`src/rtl/pipe_hazard_pkg.sv`:
```
// -----------------------------------------------------------------------------
// pipe_hazard_pkg
// Shared types and constants for the pipeline hazard controller.
//   hz_state_t : controller state encoding (RUN, LDSTALL, FLUSH, MEMWAIT)
//   fwd_sel_t  : EX operand source select (FWD_RF, FWD_WB, FWD_MEM)
//   REG_ZERO   : hard-wired zero register; never a hazard or forward source
// -----------------------------------------------------------------------------
package pipe_hazard_pkg;

    typedef enum logic [1:0] {
        RUN     = 2'd0,
        LDSTALL = 2'd1,
        FLUSH   = 2'd2,
        MEMWAIT = 2'd3
    } hz_state_t;

    typedef logic [1:0] fwd_sel_t;

    localparam fwd_sel_t FWD_RF  = 2'b00;
    localparam fwd_sel_t FWD_WB  = 2'b01;
    localparam fwd_sel_t FWD_MEM = 2'b10;

    localparam logic [4:0] REG_ZERO = 5'd0;

endpackage

```
`src/rtl/pipe_fwd_unit.sv`:
```
// -----------------------------------------------------------------------------
// pipe_fwd_unit
// Purely combinational EX-stage forwarding compare. For each EX source operand
// the youngest in-flight writer wins: EX/MEM result first, then MEM/WB, else
// the register-file value. Register zero is never forwarded.
// Ports:
//   i_en                      : 0 forces both selects to FWD_RF
//   i_ex_rs, i_ex_rt          : source specifiers held in ID/EX
//   i_mem_reg_write, i_mem_dst: EX/MEM writeback info
//   i_wb_reg_write,  i_wb_dst : MEM/WB writeback info
//   o_fwd_a, o_fwd_b          : operand selects for rs / rt
// -----------------------------------------------------------------------------
module pipe_fwd_unit
    import pipe_hazard_pkg::*;
#(
    parameter int REG_W = 5
) (
    input  logic             i_en,
    input  logic [REG_W-1:0] i_ex_rs,
    input  logic [REG_W-1:0] i_ex_rt,
    input  logic             i_mem_reg_write,
    input  logic [REG_W-1:0] i_mem_dst,
    input  logic             i_wb_reg_write,
    input  logic [REG_W-1:0] i_wb_dst,
    output fwd_sel_t         o_fwd_a,
    output fwd_sel_t         o_fwd_b
);

    logic w_mem_ok;
    logic w_wb_ok;

    // MEM is checked first so it beats WB when both hold the same register.
    function automatic fwd_sel_t pick(input logic mem_hit, input logic wb_hit);
        if (mem_hit)     return FWD_MEM;
        else if (wb_hit) return FWD_WB;
        else             return FWD_RF;
    endfunction

    assign w_mem_ok = i_mem_reg_write && (i_mem_dst != REG_W'(REG_ZERO));
    assign w_wb_ok  = i_wb_reg_write  && (i_wb_dst  != REG_W'(REG_ZERO));

    assign o_fwd_a = i_en ? pick(w_mem_ok && (i_mem_dst == i_ex_rs),
                                 w_wb_ok  && (i_wb_dst  == i_ex_rs)) : FWD_RF;
    assign o_fwd_b = i_en ? pick(w_mem_ok && (i_mem_dst == i_ex_rt),
                                 w_wb_ok  && (i_wb_dst  == i_ex_rt)) : FWD_RF;

endmodule

```
`src/rtl/pipe_hazard_ctrl.sv`:
```
// -----------------------------------------------------------------------------
// pipe_hazard_ctrl
// Control side of the five-stage pipeline: stage enables, stage flushes, EX
// forwarding selects, the stall/flush state machine and the data-memory wait
// watchdog.
// Optional build macro: HAZ_PERF_CNT_EN enables the stall_cycles/flush_count
// performance counters; without it both ports read constant zero.
// Ports:
//   clk, rst (async, active-low)
//   id_rs, id_rt, id_uses_rt          : ID instruction sources
//   ex_rs, ex_rt, ex_mem_read, ex_dst : ID/EX contents
//   ex_branch_taken                   : branch/jump resolved taken in EX
//   mem_access, dmem_ready            : data-memory handshake
//   mem_reg_write, mem_dst            : EX/MEM writeback info
//   wb_reg_write, wb_dst              : MEM/WB writeback info
//   pc_en..memwb_en                   : stage load enables
//   ifid_flush, idex_flush            : stage clears on the next edge
//   fwd_a, fwd_b                      : EX operand selects
//   state_o                           : current controller state
//   mem_timeout                       : sticky watchdog error
//   stall_cycles, flush_count         : performance counters
// -----------------------------------------------------------------------------
module pipe_hazard_ctrl
    import pipe_hazard_pkg::*;
#(
    parameter int REG_W    = 5,
    parameter int TIMEOUT  = 64,
    parameter int TO_CNT_W = 7
) (
    input  logic             clk,
    input  logic             rst,
    input  logic [REG_W-1:0] id_rs,
    input  logic [REG_W-1:0] id_rt,
    input  logic             id_uses_rt,
    input  logic [REG_W-1:0] ex_rs,
    input  logic [REG_W-1:0] ex_rt,
    input  logic             ex_mem_read,
    input  logic [REG_W-1:0] ex_dst,
    input  logic             ex_branch_taken,
    input  logic             mem_access,
    input  logic             dmem_ready,
    input  logic             mem_reg_write,
    input  logic [REG_W-1:0] mem_dst,
    input  logic             wb_reg_write,
    input  logic [REG_W-1:0] wb_dst,
    output logic             pc_en,
    output logic             ifid_en,
    output logic             idex_en,
    output logic             exmem_en,
    output logic             memwb_en,
    output logic             ifid_flush,
    output logic             idex_flush,
    output logic [1:0]       fwd_a,
    output logic [1:0]       fwd_b,
    output logic [1:0]       state_o,
    output logic             mem_timeout,
    output logic [31:0]      stall_cycles,
    output logic [31:0]      flush_count
);

    hz_state_t           r_state;
    hz_state_t           w_state_nxt;
    logic [TO_CNT_W-1:0] r_wdog;
    logic                r_timeout;
    logic                w_mem_wait;
    logic                w_ld_use;
    logic                w_branch_flush;
    fwd_sel_t            w_fwd_a;
    fwd_sel_t            w_fwd_b;

    assign w_mem_wait = mem_access && !dmem_ready;

    assign w_ld_use = ex_mem_read && (ex_dst != REG_W'(REG_ZERO)) &&
                      ((ex_dst == id_rs) || (id_uses_rt && (ex_dst == id_rt)));

    // A branch held in EX during a memory freeze is only acted on once the
    // freeze releases, because the wait check has priority.
    assign w_branch_flush = rst && !w_mem_wait && ex_branch_taken;

    // LDSTALL and FLUSH are one-cycle markers: every state runs the same
    // fresh detection, so the outputs depend only on the current inputs.
    always_comb begin
        pc_en       = 1'b0;
        ifid_en     = 1'b0;
        idex_en     = 1'b0;
        exmem_en    = 1'b0;
        memwb_en    = 1'b0;
        ifid_flush  = 1'b0;
        idex_flush  = 1'b0;
        w_state_nxt = RUN;
        if (!rst) begin
            w_state_nxt = RUN;
        end else if (w_mem_wait) begin
            w_state_nxt = MEMWAIT;
        end else if (ex_branch_taken) begin
            pc_en       = 1'b1;
            ifid_en     = 1'b1;
            idex_en     = 1'b1;
            exmem_en    = 1'b1;
            memwb_en    = 1'b1;
            ifid_flush  = 1'b1;
            idex_flush  = 1'b1;
            w_state_nxt = FLUSH;
        end else if (w_ld_use) begin
            // Hold PC and IF/ID, inject a bubble into ID/EX, drain the rest.
            idex_en     = 1'b1;
            exmem_en    = 1'b1;
            memwb_en    = 1'b1;
            idex_flush  = 1'b1;
            w_state_nxt = LDSTALL;
        end else begin
            pc_en       = 1'b1;
            ifid_en     = 1'b1;
            idex_en     = 1'b1;
            exmem_en    = 1'b1;
            memwb_en    = 1'b1;
        end
    end

    always_ff @(posedge clk or negedge rst) begin
        if (!rst) begin
            r_state   <= RUN;
            r_wdog    <= '0;
            r_timeout <= 1'b0;
        end else begin
            r_state <= w_state_nxt;
            if (w_mem_wait) begin
                // Saturate so a very long wait cannot wrap the counter.
                if (r_wdog != TO_CNT_W'(TIMEOUT))
                    r_wdog <= r_wdog + 1'b1;
                // This wait cycle brings the count to TIMEOUT.
                if (r_wdog >= TO_CNT_W'(TIMEOUT - 1))
                    r_timeout <= 1'b1;
            end else begin
                r_wdog <= '0;
            end
        end
    end

    assign state_o     = r_state;
    assign mem_timeout = r_timeout;

    pipe_fwd_unit #(
        .REG_W (REG_W)
    ) u_fwd (
        .i_en            (rst),
        .i_ex_rs         (ex_rs),
        .i_ex_rt         (ex_rt),
        .i_mem_reg_write (mem_reg_write),
        .i_mem_dst       (mem_dst),
        .i_wb_reg_write  (wb_reg_write),
        .i_wb_dst        (wb_dst),
        .o_fwd_a         (w_fwd_a),
        .o_fwd_b         (w_fwd_b)
    );

    assign fwd_a = w_fwd_a;
    assign fwd_b = w_fwd_b;

`ifdef HAZ_PERF_CNT_EN
    logic [31:0] r_stall_cycles;
    logic [31:0] r_flush_count;

    // pc_en is already forced low during reset, but reset also clears here,
    // so only held-PC cycles in normal operation are counted.
    always_ff @(posedge clk or negedge rst) begin
        if (!rst) begin
            r_stall_cycles <= '0;
            r_flush_count  <= '0;
        end else begin
            if (!pc_en)
                r_stall_cycles <= r_stall_cycles + 32'd1;
            if (w_branch_flush)
                r_flush_count <= r_flush_count + 32'd1;
        end
    end

    assign stall_cycles = r_stall_cycles;
    assign flush_count  = r_flush_count;
`else
    assign stall_cycles = '0;
    assign flush_count  = '0;
`endif

endmodule

```
`config.mk`:
```
export PLATFORM = sky130hd
export DESIGN_NAME = pipe_hazard_ctrl
export DESIGN_NICKNAME = d
export VERILOG_FILES = /design/src/rtl/pipe_hazard_pkg.sv /design/src/rtl/pipe_fwd_unit.sv /design/src/rtl/pipe_hazard_ctrl.sv
export SDC_FILE = /design/constraint.sdc
export NUM_CORES = 1
export LEC_CHECK = 0
export CORE_MARGIN = 2
export CORE_UTILIZATION = 32
export DETAILED_ROUTE_END_ITERATION = 8
export PLACE_DENSITY = 0.93
export RECOVER_POWER = 100
export SYNTH_ARGS = -nofsm -noshare
export SYNTH_HDL_FRONTEND = slang
export SYNTH_SLANG_ARGS = --single-unit
```
`constraint.sdc`:
```
create_clock -name clk -period 1.8 [get_ports clk]
set_input_delay 0.36 -clock clk [delete_from_list [all_inputs] [get_ports clk]]
set_output_delay 0.36 -clock clk [all_outputs]
set_load 0.1 [all_outputs]
```
# Yosys cells after proc, flatten, opt, wreduce, memory -nomap -nowiden
# Index checks and enable logic that the tools add are counted.
# totals
regBits,10
input_bits,44
output_inout_bits,78
word_cells,54
# op_classes
add_sub_neg,1
n_lt_le_gt_ge,1
eq_ne,8
mux,25
n_reduce_logical,16
# ops
cell,count
5-bit equality test,6
1-bit two-way mux,16
5-bit nonzero test,3
2-bit two-way mux,7
7-bit two-way mux,2
1-bit logical AND,10
7-bit by 1-bit adder with 7-bit output (second input constant),1
7-bit by 6-bit greater-or-equal comparator with 1-bit output (second input constant),1
7-bit inequality test (second input constant),1
2-bit by 1-bit inequality test with 1-bit output (second input constant),1
2-bit AND reduction,1
1-bit logical NOT,1
1-bit logical OR,1

# Logic depth before layout (Yosys ltp)
# Gate-level depths: netlist of the first run.
# depth
depth_word,8
depth_mapped,5
mapped_depth_nobuf,5

# Cells and area by module
# A second synthesis of the first run with hierarchy kept.
# hier_totals
cells_unflattened,172
area_unflattened_um2,1430.1
# modules_own_cells
module,instances,cells_per_inst,area_each_um2
pipe_hazard_ctrl,1,136,1148.6
pipe_fwd_unit,1,36,281.5

# Worst setup path before layout of the first run
# No wires, ideal clock.
# synth_timing
path_type,input -> output
from,input ex_dst[3]
to,output idex_flush
arrival_ns,4.047
required_ns,1.440
setup_slack_ns,-2.607
stages,4
path_buffers,0
path_cell_list,xor2_1 > nor4_1 > a32oi_1 > o41ai_1
# synth_between
elab_chain_cells,8
# synth_lines
item,line_no,rtl
from (decl),pipe_hazard_ctrl.sv:38,"input logic [REG_W-1:0] ex_dst,"
5-bit equality test,pipe_hazard_ctrl.sv:74,((ex_dst == id_rs) || (id_uses_rt && (ex_dst == id_rt)));
1-bit logical AND,pipe_hazard_ctrl.sv:74,
1-bit logical OR,pipe_hazard_ctrl.sv:74,
1-bit logical AND *,pipe_hazard_ctrl.sv:73,assign w_ld_use = ex_mem_read && (ex_dst != REG_W'(REG_ZERO)) &&
1-bit two-way mux *,pipe_hazard_ctrl.sv:104,end else if (w_ld_use) begin
1-bit two-way mux *,pipe_hazard_ctrl.sv:95,end else if (ex_branch_taken) begin
1-bit two-way mux *,pipe_hazard_ctrl.sv:93,end else if (w_mem_wait) begin
1-bit two-way mux *,pipe_hazard_ctrl.sv:91,if (!rst) begin
to (decl),pipe_hazard_ctrl.sv:52,"output logic idex_flush,"
# Mark *: on every way between the ends. The rest lies on a longest branch, timed or not.

# Final worst setup path of the first run
# layout_timing
from,input mem_dst[3]
to,output fwd_b[0]
# layout_between
elab_chain_cells,5
# layout_lines
item,line_no,rtl
from (decl),pipe_hazard_ctrl.sv:43,"input logic [REG_W-1:0] mem_dst,"
5-bit nonzero test,pipe_fwd_unit.sv:39,assign w_mem_ok = i_mem_reg_write && (i_mem_dst != REG_W'(REG_ZERO));
1-bit logical AND,pipe_fwd_unit.sv:39,
1-bit logical AND *,pipe_fwd_unit.sv:44,"assign o_fwd_b = i_en ? pick(w_mem_ok && (i_mem_dst == i_ex_rt),"
2-bit two-way mux *,pipe_fwd_unit.sv:34,if (mem_hit) return FWD_MEM;
2-bit two-way mux *,pipe_fwd_unit.sv:44,
to (decl),pipe_hazard_ctrl.sv:54,"output logic [1:0] fwd_b,"
# Marks and branches as above.

==> results.md, run 1 <==
- F_max: between 400 and 500 MHz
- Final Max Tran Viols: 0
- Final Cell Area: 2260 sq um
- Initial core utilization: roughly a third
- Synth Area in Compound Gates: 6.14%
- Status: complete, but fails checks
- Pwr Total: 0.00155 W
- Drt pass-1 iters: 4
- Commonest cells in the netlist: buf_4 (67), xor2_1 (24), dfrtp_1 (10), xnor2_1 (10), nor2_1 (8)
- Horiz. Die Dim: 70.3 microns
- Critical Path Start Type: primary input
- Synth area leader: buf_4
- Post-synthesis cell type count: 28
- Full die area: 4940 sq um
- Critical Path AT: 1.71 ns
- Nets: a little over 300
- Layout Skew: about 0.0016 ns
- Global-route wire length before repair: 5710 microns
- Critical path startpoint: mem_dst[3]
- Routed vias: 1306
- Grt ovf: 0
- Root buffer cell: clkbuf_8
- Simple-gate share of the synthesized area: 15.2%
- Area fraction of the dominant cell type after synthesis: 35.8%
- Largest net degree at the start of global routing: 14
- Routed len/inst: 12.0 microns
- Count leader, synth: buf_4
- Clock Pin Slew Worst Setup and Hold Paths: 0.05 ns
- Ranking of synthesized cells by area: buf_4 (36%), dfrtp_1 (18%), xor2_1 (15%)
- Vias in the first global route: around 1200
- Worst-skew pair later-pin latency: between 0.2 and 0.25 ns
- R2R setup slack: 0.48 ns
- Xor and xnor area share after synthesis: 21.2%
- Cell Rows: 24
- DR vias/cell: 4.24
- Rel. slew slack: 56.7%
- Fraction of registers with async set/reset: 100%
- Worst flop-to-flop path startpoint: r_wdog[3]$_DFFE_PN0P_
- Ys Warns: 0
- Final WS setup: -0.270 ns
- Mean post-synth cell area: 8.22 sq um
- Adder-cell share of the synthesized area: 1.78%
- Number of synthesized flops with an enable pin: 0
- RSZ-0062 raised after global routing: true
- Synth Register Bits: 10
- Hold crit path type: in -> async
- Total I/O pin count: around 120
- Synth Flop Type: dfrtp_1
- Post-route ant nets: 0
- Share of layout cells above drive strength 1: 37.1%
- Final min period: 2.07 ns
- Synthesized cell area: 1410 sq um
- Area of the core: 4290 sq um
- Layout area overhead: 61.1%
- IO buf count: 57
- Failing checks: negative setup slack
- Max IR drop VDD: 0.335 mV
- Global placement routability congestion: 0.852
- Max-cap viol count: 0
- Routed WL: 3680 microns
- CTS H-Tree Depth: 1
- Remaining DRCs: 0
- Die Height: 70.3 microns
- Mux share of post-synthesis cell area: less than 1%
- Crit path kind: in -> out
- Synth Instances: roughly 170
- CTS tree: done
- Seq/Total Area, Yosys: 17.8%
- Leak Pwr: 1.12 nW
- Num CTS Buffers: 3
- CP Max Fanout: 2
- Period utilisation layout: 115%
- All-Layer GR Usage: 14.7%
- First DRT Iteration DRCs: 38
- Worst EP required: between 1 and 1.5 ns
- Final Hold Fails: 0
- Post-DP HPWL: 3150 microns
- ANT cells: 0
- Slew @ Worst Pin: about 0.65 ns
- Power Dens Cells: between 600 and 700 nW/um^2
- Critical Path End Type: output pin
- Final setup fails: 8
- Sink Count: 10
- Largest family of logic cells by synthesized area: buffers and inverters
- DP Area: 2180 sq um
- Worst-case clock buffer depth: 2
- Antenna violations before repair: 0
==> worst max-delay path, cell delays in order <==
cell     delay (ns)
buf_6          0.09
or4_4          0.54
o21ai_4        0.19
buf_6          0.13
nor4_4         0.04
nor3_4         0.16
buf_12         0.20
==> per-layer routing <==
| layer | vias up | global-route usage [%] | part of all wire, % |
|---|---|---|---|
| li1 | 607 | - | - |
| met1 | 610 | 14.4 | 31 |
| met2 | 79 | 29.2 | 57 |
| met3 | 10 | 3.03 | 8.1 |
| met4 | 0 | 5.56 | 3.6 |
| met5 | - | 0 | 0 |
==> repair_timing <==
| action | in CTS | in global routing |
|---|---|---|
| buffers inserted | 4 | 2 |
| resized for setup | 118 | 25 |
| hold buffers | 0 | 0 |
| endpoints found under the setup margin | 12 | 11 |
| pin swaps | 31 | 6 |
==> cell type report <==
type	count	area (sq um)
clock buffers	4	55.1
fillers	415	2030
inverters	4	18.8
multi-input cells	153	1060
flip-flops and latches	10	250
well taps	52	65.1
repair buffers	85	818
==> sequential cells by signal (all words and copies together), names as in the netlist <==
| register | count |
|---|---|
| mem_timeout | 1 |
| r_wdog | 7 |
| state_o | 2 |
==> cells in the final DEF (no fill, tap or decap), types with 2 or more instances in the layout <==
master	netlist	routed
o21ai_4	0	2
or4_4	0	3
xor2_1	24	22
a21oi_1	3	3
xnor2_2	0	3
dlygate4sd2_1	0	14
buf_4	67	21
buf_2	0	11
xor2_2	0	2
ha_1	2	2
or3_1	2	2
clkdlybuf4s50_1	0	2
conb_1	1	64
xnor2_1	10	7
inv_1	4	3
nand2b_1	2	2
clkbuf_2	0	7
buf_12	0	11
nor2_1	8	7
o21ai_0	4	3
nand2_1	4	4
clkbuf_8	0	4
buf_6	0	14
nor4_4	0	3
nand3_1	7	6
and2_4	0	2
dfrtp_1	10	10
==> final timing paths <==
kind / end / depth (start not counted)
worst min-delay path: r_wdog[5]$_DFFE_PN0P_ / 3
max in group asynchronous: r_wdog[2]$_DFFE_PN0P_ / 3
min in group clk: mem_timeout$_DFFE_PN0P_ / 1
worst max register to register: r_wdog[0]$_DFFE_PN0P_ / 4
worst min register to register: mem_timeout$_DFFE_PN0P_ / 1
worst max-delay path: fwd_b[0] / 7
==> cells by family (layout without fill, tap and decap cells) <==
| logic type | Yosys count | after routing |
|---|---|---|
| AO/OA/AOI/OAI | 13 | 13 |
| XOR/XNOR | 34 | 34 |
| adder cells (fa/ha/maj) | 2 | 2 |
| buffers and inverters | 71 | 93 |
| flip-flops | 10 | 10 |
| multiplexers | 1 | 1 |
| other | 1 | 64 |
| AND/OR/NAND/NOR | 39 | 39 |
==> through the flow <==
stage	std cells	utilization, %	hold WS [ns]	setup TNS (ns)	setup slack, ns
after floorplan	234	-	0.0644	-2.47	-0.715
after global placement	299	50.9	0.532	-6.07	-0.629
after detailed placement	299	50.9	0.523	-6.46	-0.673
after CTS	306	53.6	0.385	-1.79	-0.372
after global routing	308	52.7	0.477	-2.01	-0.314
final	308	52.7	0.389	-1.62	-0.270
==> report_power, final <==
| part | switching [W] | internal (W) | leakage [nW] |
|---|---|---|---|
| registers | 0.00000371 | 0.000231 | 0.136 |
| clock network | 0.0000822 | 0.000192 | 0.0288 |
| logic | 0.000831 | 0.000206 | 0.958 |
Note: power is estimated with default switching activity, not from simulation.
==> run 2: changes to the inputs <==
--- a/config.mk
+++ b/config.mk
@@ -5,11 +5,11 @@
 export SDC_FILE = /design/constraint.sdc
 export NUM_CORES = 1
 export LEC_CHECK = 0
-export CORE_MARGIN = 2
 export CORE_UTILIZATION = 32
 export DETAILED_ROUTE_END_ITERATION = 8
 export PLACE_DENSITY = 0.93
 export RECOVER_POWER = 100
+export SETUP_SLACK_MARGIN = 0.5
 export SYNTH_ARGS = -nofsm -noshare
 export SYNTH_HDL_FRONTEND = slang
 export SYNTH_SLANG_ARGS = --single-unit
==> constraint.sdc (replaced) <==
create_clock -name clk -period 1.8 [get_ports clk]
set_input_delay 0.27 -clock clk [delete_from_list [all_inputs] [get_ports clk]]
set_output_delay 0.27 -clock clk [all_outputs]
set_load 0.1 [all_outputs]
==> run 2 against run 1 <==
Against the previous run: the run still ends with negative setup slack left; via count rose by 0.31%; routed wire length increased by 8.6%; clock power shrank 18%; sequential share of layout area shrank 0.42 points; fmax grew 6.1%; global-route usage is 3.3 points higher; hold slack worse by 0.062 ns; critical path depth shrank 1; clock skew down 0.0014 ns; register-to-register slack got worse by 0.06 ns.
==> results.md, run 2 (same netlist as run 1, synthesis figures left out) <==
- Status: complete, but fails checks
- Failing checks: negative setup slack
- Final core occ: 57.4%
- Drt pass-1 iters: 4
- Max reg flops: 7
- RSZ-0062 raised after global routing: true
- Non-filler instance count after layout: 316
- Hold crit path type: in -> async
- Global-route wire length before repair: 6070 microns
- Power Dens Cells: 642 nW/um^2
- Horiz. Die Dim: about 68 microns
- Critical Path Start Type: primary input
- First DRT Iteration DRCs: 35
- Rel. slew slack: 56.4%
- Period utilisation layout: 108%
- Fillers: roughly 370
- Routed WL: 4000 microns
- Commonest non-fill, non-tap cells in the layout: conb_1 (64), buf_4 (34), xor2_1 (19), buf_2 (13)
- Die Height: around 68 microns
- Layout area overhead: 68.2%
- Post-route ant nets: 0
- Crit path kind: in -> out
- F_max: 513 MHz
- CTS H-Tree Depth: 1
- Root buffer cell: clkbuf_8
- Total I/O pin count: between 100 and 150
- Final Hold Fails: 0
- R2r endpoint: r_wdog[1]$_DFFE_PN0P_
- Cell Rows: 23
- Largest net degree at the start of global routing: 14
- Vias in the first global route: around 1300
- Hold WS: about 0.33 ns
- Worst-skew pair later-pin latency: around 0.23 ns
- All-Layer GR Usage: 18.0%
- Routed len/inst: 12.7 microns
- Initial core utilization: 34.1%
- Layout Skew: between 0.0002 and 0.00025 ns
- R2R setup slack: 0.42 ns
- Routed vias: 1310
- Worst-case clock buffer depth: 2
- Final Max Tran Viols: 0
- Remaining DRCs: 0
- Placed cell count: 299
- Critical Path AT: between 1.5 and 2 ns
- Worst EP required: about 1.5 ns
- Final min period: between 1.5 and 2 ns
- Leak Pwr: 1.20 nW
- Num CTS Buffers: 3
- Antenna violations before repair: 0
- DR vias/cell: 4.15
- Final setup fails: 7
- Grt ovf: 0
- Share of layout cells above drive strength 1: 42.9%
- Post-DP HPWL: 3020 microns
- Slew @ Worst Pin: 0.654 ns
- Reg2reg path depth: 4
- Area of the core: 4120 sq um
- CTS tree: done
- Nets: 314
- Critical Path End Type: output pin
- Global placement routability congestion: 0.867
- Full die area: ~4700 sq um
- ANT cells: 0
- Most flops, register: r_wdog
- Final WS setup: -0.151 ns
- Commonest non-fill, non-tap cell in the layout: conb_1
- IO buf count: 57
- Max IR drop VDD: 0.294 mV
- Worst flop-to-flop path startpoint: r_wdog[3]$_DFFE_PN0P_
- Clock Pin Slew Worst Setup and Hold Paths: 0.04 ns
- Max-cap viol count: 0
- Sink Count: 10
- CP Max Fanout: 2
-- run 2: worst max path at each step --
stage               start  depth (start not counted)    endpoint
6_report       mem_dst[3]                          6    fwd_a[0]
3_5_place_dp    ex_dst[3]                          6  idex_flush
3_3_place_gp    wb_dst[1]                          6    fwd_a[0]
5_1_grt        mem_dst[3]                          6    fwd_a[0]
2_1_floorplan   wb_dst[3]                          3    fwd_a[0]
4_1_cts        mem_dst[3]                          6    fwd_a[0]
-- run 2: stage by stage --
step / setup slack, ns / total power [W] / TNS (ns) / cell area, sq um
after global routing: -0.192 / 0.00157 / -0.894 / 2360
after CTS: -0.188 / 0.00151 / -0.603 / 2340
after floorplan: -0.535 / 0.00115 / -1.53 / 1800
final: -0.151 / 0.00152 / -0.494 / 2360
after detailed placement: -0.570 / 0.00127 / -4.31 / 2180
after global placement: -0.510 / 0.00126 / -3.84 / 2180
-- run 2: report_power, final --
part / switching, W / leakage [nW] / total [W] / internal (W)
Clock: 0.0000798 / 0.0216 / 0.000226 / 0.000146
Combinational: 0.000841 / 1.04 / 0.00106 / 0.000215
Sequential: 0.00000448 / 0.135 / 0.000236 / 0.000231
-- run 2: timing repair --
action | 4_1_cts | 5_1_grt
pin swaps | 33 | 19
setup endpoints to repair | 15 | 16
hold buffers | 0 | 0
setup buffers | 11 | 3
resized for setup | 129 | 35
-- run 2: layout make-up --
class / instances / area (sq um) / area share, %
multi-input combinational: 153 / 1120 / 47.3
timing repair buffer: 96 / 870 / 36.8
sequential: 10 / 251 / 10.6
tap: 50 / 62.6 / 2.65
clock buffer: 3 / 41.3 / 1.75
inverter: 4 / 20.0 / 0.847
-- run 2: critical path: stages --
cell and delay, ns:
buf_6 0.09, or4_4 0.54, o21ai_4 0.17, nor4_4 0.07, nor4_4 0.32, buf_12 0.21
-- run 2: layer usage --
metal / up-vias / routed length (microns) / part of all wire, % / GRT usage (%)
met5: - / 0 / 0 / 0
met4: 0 / 46 / 1.2 / 3.91
met3: 6 / 190 / 4.8 / 1.83
met2: 61 / 2500 / 63 / 39.3
met1: 620 / 1260 / 31 / 17.1
li1: 623 / - / - / -
==> run 3: changes to the inputs <==
==> constraint.sdc (replaced) <==
create_clock -name clk -period 1.9 [get_ports clk]
set_input_delay 0.285 -clock clk [delete_from_list [all_inputs] [get_ports clk]]
set_output_delay 0.285 -clock clk [all_outputs]
set_load 0.1 [all_outputs]
==> run 3 against run 2 <==
Against the previous run: the flow still finishes with violations (negative setup slack); non-clock buffer count shrank 3; routed wire length fell by 7.9%; critical endpoint unchanged; critical path type unchanged; first-iteration DRC count increased by 34%; sequential power down 6%; cell count fell by 0.63%; largest power group unchanged; clock power is 20% higher; die area is the same; utilization decreased by 1.0 points; hold slack lost 0.065 ns; global-route usage is 1.6 points lower.
==> results.md, run 3 (same netlist as run 1, synthesis figures left out) <==
- Status: complete, but fails checks
- Failing checks: negative setup slack
- Cell Rows: 23
- Placed cell count: 299
- Sink Count: 10
- Worst-case clock buffer depth: 2
- IO buf count: 57
- Reg area: 250 sq um
- Family with the most delay on the worst path: simple AND/OR/NAND/NOR gates
- Remaining DRCs: 0
- Hold-fix buffers, CTS: 0
- Period utilisation layout: 105%
- Final Cell Area: approximately 2300 sq um
- Non-filler instance count after layout: 314
- Critical Path Start Type: primary input
- Global placement routability congestion: 0.867
- Critical Path End Type: output pin
- First DRT Iteration DRCs: 47
- Most flops, register: r_wdog
- Layout Skew: 0.00242 ns
- Grt ovf: 0
- Full die area: 4660 sq um
- Pwr Total: 0.00149 W
- Critical Path AT: 1.71 ns
- Post-DP HPWL: 2990 microns
- CP max stage cell: or4_4
- Final setup fails: 3
- Share of layout cells above drive strength 1: roughly two fifths
- Max-cap viol count: 0
- CP Max Fanout: 2
- Most used cell, CP: nor4_4
- CTS tree: done
- Final min period: between 1.5 and 2 ns
- Power Dens Cells: approximately 640 nW/um^2
- Nets: 311
- Max IR drop VDD: about 0.28 mV
- Routed WL: 3690 microns
- Leak Pwr: 1.16 nW
- Vias in the first global route: between 1000 and 1500
- Routed len/inst: 11.7 microns
- Final Hold Fails: 0
- Slowest stage delay, CP: 0.54 ns
- Total I/O pin count: 122
- Drt pass-1 iters: 4
- Antenna violations before repair: 0
- Routed vias: about 1300
- Rel. slew slack: 53.3%
- Worst slack, placed: -0.516 ns
- CTS H-Tree Depth: 1
- Clock Pin Slew Worst Setup and Hold Paths: 0.05 ns
- Num CTS Buffers: 3
- Largest net degree at the start of global routing: 14
- DR vias/cell: a little over 4
- Final Max Tran Viols: 0
- Commonest non-fill, non-tap cells in the layout: conb_1 (64), buf_4 (28), xor2_1 (20), buf_6 (14)
- Final core occ: 56.4%
- Die Height: 68.3 microns
- ANT cells: 0
- Crit-path cells: buf_6 > or4_4 > o21ai_4 > nor4_4 > nor4_4 > buf_12
- Worst-skew pair later-pin latency: 0.24 ns
- All-Layer GR Usage: 16.3%
- Final WS setup: -0.0963 ns
- Worst EP required: between 1.5 and 2 ns
- Horiz. Die Dim: ~68 microns
- Slew @ Worst Pin: 0.701 ns
- Fillers: approximately 370
- Hold crit path type: in -> async
- Area of the core: 4120 sq um
- RSZ-0062 raised after global routing: true
- Max reg flops: 7
- Crit path kind: in -> out
- Area of the multi-input gates: 1080 sq um
- Layout area overhead: 65.2%
- F_max: 501 MHz
- Post-route ant nets: 0
- DP Area: 2180 sq um
- CP bufs+invs: 2
- Initial core utilization: roughly 34%
- Root buffer cell: clkbuf_8
- Global-route wire length before repair: 5540 microns
- Commonest non-fill, non-tap cell in the layout: conb_1
[run 3: routing by layer]
| layer | GRT usage [%] | up-vias | wire length, microns |
|---|---|---|---|
| met4 | 4.69 | 0 | 28 |
| met5 | 0 | - | 0 |
| li1 | - | 621 | - |
| met2 | 32.8 | 58 | 2250 |
| met3 | 1.83 | 3 | 149 |
| met1 | 17.4 | 594 | 1250 |
[run 3: path summary, 6_finish.rpt]
kind	cells past startpoint	startpoint	slack, ns	to
setup / recovery	6	mem_dst[1]	-0.1	fwd_a[0]
hold / removal	3	rst	0.26	r_wdog[5]$_DFFE_PN0P_
setup reg to reg	4	r_wdog[3]$_DFFE_PN0P_	0.59	r_wdog[1]$_DFFE_PN0P_
hold reg to reg	1	mem_timeout$_DFFE_PN0P_	0.46	mem_timeout$_DFFE_PN0P_
max in group asynchronous	3	rst	1.19	r_wdog[4]$_DFFE_PN0P_
min in group clk	3	mem_access	0.43	r_wdog[5]$_DFFE_PN0P_
[run 3: timing repair]
action / CTS / global route
setup buffers: 9 / 2
setup endpoints to repair: 12 / 14
pin swaps: 32 / 17
gates resized for setup: 123 / 29
[run 3: metrics by stage]
stage                     hold slack, ns  setup TNS (ns)
after floorplan                  -0.0106           -1.23
after global placement             0.457           -2.98
after detailed placement           0.469           -3.61
after CTS                         0.0806          -0.251
after global routing               0.344          -0.425
final                              0.263          -0.143
[run 3: where the power goes]
group | internal [W] | leakage [nW] | total [W] | switching (W)
Combinational | 0.000200 | 0.999 | 0.000992 | 0.000792
Clock | 0.000183 | 0.0288 | 0.000271 | 0.0000885
Sequential | 0.000219 | 0.136 | 0.000222 | 0.00000328
[run 3: cell type report]
class	count	share of cell area, %
inverter	4	0.970
sequential	10	10.8
clock buffer	4	2.37
multi-input combinational	153	46.5
timing repair buffer	93	36.7
tap	50	2.70
[run 3: worst min-delay path: stages]
cell      delay, ns
buf_8          0.07
buf_6          0.10
clkbuf_1       0.54
